### config.mk
export PLATFORM = sky130hd
export DESIGN_NAME = tiny_cpu_fetch
export DESIGN_NICKNAME = d
export VERILOG_FILES = /design/src/rtl/tiny_cpu_pkg.sv /design/src/rtl/tiny_cpu_sync_fifo.sv /design/src/rtl/tiny_cpu_fetch.sv
export SDC_FILE = /design/constraint.sdc
export NUM_CORES = 1
export LEC_CHECK = 0
export CAP_MARGIN = 15
export CORE_ASPECT_RATIO = 0.5
export CORE_MARGIN = 4
export CORE_UTILIZATION = 60
export CTS_BUF_LIST = sky130_fd_sc_hd__clkbuf_4 sky130_fd_sc_hd__clkbuf_8 sky130_fd_sc_hd__clkbuf_16
export CTS_CLUSTER_SIZE = 12
export DETAILED_ROUTE_END_ITERATION = 10
export GPL_TIMING_DRIVEN = 0
export PLACE_DENSITY = 0.85
export SLEW_MARGIN = 20
export SYNTH_ARGS = -nofsm -noshare
export SYNTH_HDL_FRONTEND = slang
export SYNTH_SLANG_ARGS = --single-unit
export TNS_END_PERCENT = 5
### constraint.sdc
create_clock -name clk -period 4.86 [get_ports clk]
set_input_delay 0.486 -clock clk [delete_from_list [all_inputs] [get_ports clk]]
set_output_delay 0.486 -clock clk [all_outputs]
set_load 0.05 [all_outputs]
### src/rtl/tiny_cpu_pkg.sv
// Shared types and constants for the tiny CPU fetch stage.
// fetch_entry_t is the default-width (8-bit pc) entry layout; the fetch top sizes pc from PC_W.
package tiny_cpu_pkg;

  localparam int OP_W     = 8;
  localparam int LONG_BIT = 7;
  localparam int PC_W_DEF = 8;

  typedef enum logic {S_OP, S_IMM} fetch_state_t;

  typedef struct packed {
    logic [OP_W-1:0]     op;
    logic [OP_W-1:0]     imm;
    logic [PC_W_DEF-1:0] pc;
  } fetch_entry_t;

  function automatic int entry_width(input int pc_w);
    return 2 * OP_W + pc_w;
  endfunction

endpackage

### src/rtl/tiny_cpu_sync_fifo.sv
// Generic synchronous show-ahead FIFO; dout is the head entry.
// Storage is zeroed on clear and popped slots are zeroed, so an empty FIFO reads 0.
module tiny_cpu_sync_fifo #(
  parameter int WIDTH = 8,
  parameter int DEPTH = 4
) (
  input  logic                     clk,
  input  logic                     clear,
  input  logic                     push,
  input  logic                     pop,
  input  logic [WIDTH-1:0]         din,
  output logic [WIDTH-1:0]         dout,
  output logic                     full,
  output logic                     empty,
  output logic [$clog2(DEPTH):0]   level
);

  localparam int AW = $clog2(DEPTH);
  localparam int CW = AW + 1;

  logic [WIDTH-1:0] mem [DEPTH];
  logic [AW-1:0]    rd_ptr;
  logic [AW-1:0]    wr_ptr;
  logic [CW-1:0]    count;
  logic             do_push;
  logic             do_pop;

  assign full    = (count == CW'(DEPTH));
  assign empty   = (count == '0);
  assign level   = count;
  assign dout    = mem[rd_ptr];
  assign do_push = push && !full;
  assign do_pop  = pop && !empty;

  always_ff @(posedge clk) begin
    if (clear) begin
      rd_ptr <= '0;
      wr_ptr <= '0;
      count  <= '0;
      for (int i = 0; i < DEPTH; i++) mem[i] <= '0;
    end else begin
      // Zero the popped slot first; push and pop never share a slot (empty/full gate them).
      if (do_pop) begin
        mem[rd_ptr] <= '0;
        rd_ptr      <= rd_ptr + 1'b1;
      end
      if (do_push) begin
        mem[wr_ptr] <= din;
        wr_ptr      <= wr_ptr + 1'b1;
      end
      case ({do_push, do_pop})
        2'b10:   count <= count + 1'b1;
        2'b01:   count <= count - 1'b1;
        default: count <= count;
      endcase
    end
  end

endmodule

### src/rtl/tiny_cpu_fetch.sv
// Byte-serial instruction fetch: assembles 1/2-byte instructions into a show-ahead FIFO.
// Optional retired-instruction counter enabled by TINY_CPU_FETCH_STATS_EN.
//
// state | meaning
// S_OP  | waiting for an opcode byte
// S_IMM | two-byte opcode held, waiting for its immediate byte
module tiny_cpu_fetch
  import tiny_cpu_pkg::*;
#(
  parameter int DEPTH = 4,
  parameter int PC_W  = 8
) (
  input  logic            clk,
  input  logic            rst,
  input  logic [7:0]      in_byte,
  input  logic            in_valid,
  output logic            in_ready,
  input  logic            flush,
  input  logic [PC_W-1:0] flush_pc,
  output logic [PC_W-1:0] fetch_pc,
  output logic [7:0]      ins_op,
  output logic [7:0]      ins_imm,
  output logic [PC_W-1:0] ins_pc,
  output logic            ins_valid,
  input  logic            ins_ready,
  output logic [15:0]     ins_count
);

  typedef struct packed {
    logic [OP_W-1:0] op;
    logic [OP_W-1:0] imm;
    logic [PC_W-1:0] pc;
  } entry_t;

  fetch_state_t          state;
  logic [OP_W-1:0]       held_op;
  logic [PC_W-1:0]       held_pc;
  entry_t                push_entry;
  entry_t                head;
  logic                  clear;
  logic                  byte_acc;
  logic                  push;
  logic                  pop;
  logic                  fifo_full;
  logic                  fifo_empty;
  logic [$clog2(DEPTH):0] level_unused;

  assign clear     = rst || flush;
  assign in_ready  = !fifo_full && !clear;
  assign byte_acc  = in_valid && in_ready;
  assign pop       = ins_ready && !fifo_empty && !clear;
  assign ins_valid = !fifo_empty;
  assign ins_op    = head.op;
  assign ins_imm   = head.imm;
  assign ins_pc    = head.pc;

  always_comb begin
    push           = 1'b0;
    push_entry     = '0;
    if (byte_acc) begin
      if (state == S_IMM) begin
        push           = 1'b1;
        push_entry.op  = held_op;
        push_entry.imm = in_byte;
        push_entry.pc  = held_pc;
      end else if (!in_byte[LONG_BIT]) begin
        push           = 1'b1;
        push_entry.op  = in_byte;
        push_entry.pc  = fetch_pc;
      end
    end
  end

  always_ff @(posedge clk) begin
    if (clear) begin
      state    <= S_OP;
      held_op  <= '0;
      held_pc  <= '0;
      fetch_pc <= rst ? '0 : flush_pc;
    end else if (byte_acc) begin
      fetch_pc <= fetch_pc + 1'b1;
      case (state)
        S_OP: begin
          if (in_byte[LONG_BIT]) begin
            held_op <= in_byte;
            held_pc <= fetch_pc;
            state   <= S_IMM;
          end
        end
        S_IMM:   state <= S_OP;
        default: state <= S_OP;
      endcase
    end
  end

  tiny_cpu_sync_fifo #(
    .WIDTH ($bits(entry_t)),
    .DEPTH (DEPTH)
  ) u_fifo (
    .clk   (clk),
    .clear (clear),
    .push  (push),
    .pop   (pop),
    .din   (push_entry),
    .dout  (head),
    .full  (fifo_full),
    .empty (fifo_empty),
    .level (level_unused)
  );

`ifdef TINY_CPU_FETCH_STATS_EN
  // pop already excludes flush/rst cycles, so discarded entries are never counted.
  always_ff @(posedge clk) begin
    if (rst)      ins_count <= '0;
    else if (pop) ins_count <= ins_count + 1'b1;
  end
`else
  assign ins_count = 16'h0000;
`endif

endmodule

## After elaboration in Yosys (flattened, before gate mapping)

Memories as Yosys holds them, arrays and structs flattened. A register that Yosys moved wholly into a read port is not among the register bits.
Index checks and enable logic that the tools add are counted.

| storage, ports and cells | value |
|---|---|
| flip-flop bits (word level) | 32 |
| RAM bits | 96 |
| input port bits | 21 |
| output and inout bits | 50 |
| word-level logic and storage cells | 64 |
| memories | 1 |

Memory list:

| name | depth | width | rd ports | clocked after Yosys merged registers in | write ports | line | source |
|---|---|---|---|---|---|---|---|
| u_fifo.mem | 4 | 24 | 1 | 1 | 4 | tiny_cpu_sync_fifo.sv:21 | `logic [WIDTH-1:0] mem [DEPTH];` |

| operators by class | value |
|---|---|
| add/subtract/negate cells | 5 |
| eq/ne operators | 3 |
| muxes and demuxes | 31 |
| bitwise logic cells | 1 |
| reduce and logical (&&, ||, !) cells | 16 |

Operators by type and width:

| operator | count |
|---|---|
| 2-to-1 mux 24 bit | 3 |
| 2-to-1 mux 8 bit | 7 |
| OR reduction 24 bit | 2 |
| 2-to-1 mux 1 bit | 14 |
| adder 8 x 1 -> 8 bit (second input constant) | 1 |
| 2-to-1 mux 2 bit | 4 |
| 2-to-1 mux 7 bit | 1 |
| logical AND 1 bit | 6 |
| case mux 3 bit (2 select lines) | 1 |
| adder 2 x 1 -> 2 bit (second input constant) | 2 |
| nonzero test 2 bit | 2 |
| adder 3 x 1 -> 3 bit (second input constant) | 1 |
| == test 3 bit (second input constant) | 1 |
| logical NOT 1 bit | 3 |
| logical NOT 3 bit | 1 |
| AND reduction 3 bit | 1 |
| subtractor 3 x 1 -> 3 bit (second input constant) | 1 |
| == test 2 x 1 -> 1 bit (second input constant) | 1 |
| == test 2 bit (second input constant) | 1 |
| case mux 1 bit (2 select lines) | 1 |
| logical OR 1 bit | 1 |
| inverter 1 bit | 1 |

## Longest topological paths before layout

| logic depth | value |
|---|---|
| depth after elaboration | 11 |
| mapped depth | 9 |
| depth with buffers taken out | 7 |

## Cells and area by module

Synthesis repeated with hierarchy kept, for this count alone.

| second synthesis, totals | value |
|---|---|
| cells, all modules | 500 |
| area total of the unflattened synthesis | 6442.4 um^2 |

By module, submodules not included:

| module | times used | cells each | area each (um^2) | seq. area each (um^2) |
|---|---|---|---|---|
| tiny_cpu_sync_fifo | 1 | 290 | 4720.8 | 3062.9 |
| tiny_cpu_fetch | 1 | 210 | 1721.7 | 580.6 |

## Least setup slack after synthesis

OpenSTA, ideal clock, no wires.

| timing | value |
|---|---|
| kind | input to register |
| start | input flush |
| end | memory u_fifo.mem[0][0] (netlist name), enable pin |
| setup time | 0.417 ns |
| arrival | 2.534 ns |
| required time | 4.443 ns |
| slack | 1.909 ns |
| stages on the path | 4 |
| path through | buf_2 nor3b_4 nand3_1 o221ai_1 |

RTL lines:

| item | line | source |
|---|---|---|
| start, declared | tiny_cpu_fetch.sv:18 | `input logic flush,` |
| end, declared | tiny_cpu_sync_fifo.sv:21 |  |

## Final worst setup path

| timing | value |
|---|---|
| start | input rst |
| end | output in_ready |

| on the way | value |
|---|---|
| word-level cells in the longest chain between the ends | 3 |

RTL lines:

| item | line | source |
|---|---|---|
| start, declared | tiny_cpu_fetch.sv:14 | `input logic rst,` |
| logical OR 1 bit | tiny_cpu_fetch.sv:48 | `assign clear = rst \|\| flush;` |
| logical NOT 1 bit | tiny_cpu_fetch.sv:49 | `assign in_ready = !fifo_full && !clear;` |
| logical AND 1 bit | tiny_cpu_fetch.sv:49 |  |
| end, declared | tiny_cpu_fetch.sv:17 | `output logic in_ready,` |

No other way between the ends.

==> summary.md <==
| Metric | Value |
|---|---|
| Status | completed |
| Max incr delay on CP | 0.80 ns |
| RR Startpoint | state$_SDFFE_PP0P_ |
| Vias | about 4.2k |
| DR WL met2 | 7080 µm |
| Pins Over Slew Limit | 0 |
| Fin nets | 585 |
| Metal-1 WL | roughly 5800 µm |
| GRT overflow | 0 |
| Antenna Nets Post-Route | 0 |
| Pwr per Cell Area | 394 nW/µm² |
| EDFF count, synth | 104 |
| Routed wire per std cell | approximately 21 µm |
| Cells after DPL | 673 |
| Initial antenna violation count | 0 |
| Via-per-instance ratio | between 5 and 6 |
| Clock buffer depth | 2 |
| Critical path required time | 4.37 ns |
| RSZ-0062 raised after global routing | no |
| Drt drc | 0 |
| Die Y | 78.4 µm |
| Site Rows | 25 |
| Register-to-Register Setup Slack | 2.32 ns |
| Slowest stage cell, crit path | clkdlybuf4s50_1 |
| Synthesized flop and latch total | 130 |
| Top_reg_cell synth | edfxtp_1 |
| Global Route Usage Sum | 26.9% |
| Syn avg cell area | 12.7 µm² |
| Ant. Diodes | 0 |
| Clk Latency, worst-skew pair | approximately 0.43 ns |
| Worst Path Max Fanout | 10 |
| # IOs | 71 |
| Vias in the first global route | 4,255 |
| CP delay by family, top | buffers and inverters |
| Largest net degree at the start of global routing | 21 |
| Setup violations, final | 0 |
| Syn-to-layout area delta | 25.8% |
| Most frequent cells in the layout | nor2_1, edfxtp_1, clkdlybuf4s50_1 |
| Fin Clk Skew | 0.00874 ns |
| H-tree depth | 4 |
| Die X | between 100 and 150 µm |
| Cell variety after synth | 43 |
| Synth async-reset ratio | 0% |
| CP Launch Point | rst |
| GP Congestion | 0.766 |
| Post-cts sizing count | 0 |
| CP Cell Sequence | clkdlybuf4s50_1 -> clkbuf_1 -> nor2_1 -> clkbuf_1 -> and2_2 -> clkdlybuf4s50_1 |
| R2R depth | 7 |
| Setup ws final | 0.965 ns |
| Max_cap viols | 0 |
| Non-Filler Instances | 705 |
| Pleak | roughly 2.8 nW |
| Drt pass-1 iters | 5 |
| Max VDD drop | 285 µV |
| Fillers | 534 |
| Hpwl dp | 8980 µm |
| CP endpoint kind | output pin |
| Relative slew slack | 33.8% |
| Total power | ~2.9 mW |
| Arr. time, crit path | 3.41 ns |
| Cell Area, Synth | 5950 µm² |
| CTS tree | built |
| Root buffer cell | clkbuf_16 |
| Area taken by multi-input logic gates | 2040 µm² |
| Final Cycle Share | 80.1% |
| Kind of critical path | in -> out |
| CTS buffer count | 17 |
| First-pass GRT wire length | 23,300 µm |
| Worst slew pin tran | just under 1 ns |
| Worst Hold Endpoint | held_pc[1]$_SDFFE_PP0P_ |
| Share of layout cells above drive strength 1 | between 10% and 20% |
| Worst min-delay path class | reg -> reg |
| Post-CTS Setup Inserts | 0 |
| Final Hold Vio Count | 0 |
| Worst Min Path Start | held_pc[1]$_SDFFE_PP0P_ |
| Tmin final | 3.90 ns |
| Reg area | 3640 µm² |
| Port buffer count | 52 |
| DRT iter0 DRCs | approximately 460 |
| Dpl ws | around 1.0 ns |
| Yosys warns | 0 |
| Met3 routed WL | 1320 µm |
| Post-synthesis cell count | roughly 470 |
| Commonest non-fill, non-tap cell in the layout | nor2_1 |
| Hold path cells | 2 |
| Critical Path Start Type | input pin |
| Die area | 11,700 µm² |
| Top Layer Used | met4 |
| Fmax | 257 MHz |
| Crit path buf inv count | 4 |
| Sequential share of the synthesized area | 61.2% |
| Setup TNS Final | 0 ns |
| Clk slew on worst S/H paths | 0.06 ns |
| R2R Path End | u_fifo.level[2]$_SDFFE_PP0P_ |
| Post-Route WL | 14,700 µm |
| CTS sink count | 130 |
| Core area | 9540 µm² |
| Hold buffer count at CTS | 0 |
| Initial core utilization | 62.4% |
## worst register-to-register path, cell delays in order, from the launching register on
cell,delay [ns]
dfxtp_1,0.39
and2b_1,0.38
nand3b_1,0.34
ha_1,0.28
fa_1,0.38
xnor2_1,0.15
or3_2,0.40
a21oi_1,0.15
## where the power goes
part	internal [mW]	switching [mW]
Sequential	1.25	0.0281
Combinational	0.101	0.187
Clock	0.865	0.519
## area by class of cell
type,instances,share of cell area [%]
Tap cell,135,2.26
Timing Repair Buffer,56,8.09
Sequential cell,130,48.7
Clock inverter,15,2.76
Inverter,21,1.05
Clock buffer,17,5.69
Multi-Input combinational cell,287,27.2
Buffer,44,4.23
## worst max path at each step
stage / cells past startpoint / to / slack (ns)
2_1_floorplan: 4 / u_fifo.mem[0][0]$_SDFFCE_PN0P_ / 1.91
3_3_place_gp: 4 / u_fifo.mem[0][17]$_SDFFCE_PN0P_ / 0.36
5_1_grt: 6 / in_ready / 0.83
6_report: 6 / in_ready / 0.96
4_1_cts: 6 / in_ready / 0.99
3_5_place_dp: 6 / in_ready / 1.04
## Yosys cell counts (5+ instances only)
master,n,area share [%]
buf_2,5,0.42
mux2i_1,19,3.2
clkbuf_1,11,0.69
dfxtp_1,26,8.7
nand3_1,7,0.59
inv_1,20,1.3
nor2_1,108,6.8
a21oi_1,20,1.7
buf_4,16,2.0
nand2_1,31,2.0
ha_1,6,1.3
mux4_2,24,9.1
buf_6,9,1.7
nor3b_1,15,1.9
edfxtp_1,104,52
## registers in the layout, indices dropped and copies added, names as in the netlist, named ones only
name	flops
u_fifo.mem	96
fetch_pc	8
held_op	8
held_pc	8
u_fifo.level	3
u_fifo.rd_ptr	2
u_fifo.wr_ptr	2
state	1
## kinds of logic after synthesis
kind of cell / Yosys count / synth area share (%)
AOI/OAI and AO/OA: 36 / 3.72
xor gates and xnor gates: 6 / 0.883
adders and majority gates: 7 / 1.60
DFF: 130 / 61.2
muxes: 43 / 12.3
buffers and inverters: 65 / 6.65
and+or+nand+nor: 179 / 13.6
other: 1 / 0.0630
## routing by layer
layer,global-route usage [%],vias to the layer above
met5,0,-
met4,14.4,0
met3,7.21,42
met2,41.6,270
met1,35.4,2044
li1,-,1816
## through the flow
stage	utilization [%]	hold slack [ns]	instance area, µm²
2_1_floorplan	-	0.423	6010
3_3_place_gp	70.2	0.430	6700
3_5_place_dp	71.8	0.440	6850
4_1_cts	78.4	0.460	7480
5_1_grt	78.4	0.492	7480
6_report	78.4	0.462	7480
Note: power is estimated with default switching activity, not from simulation.
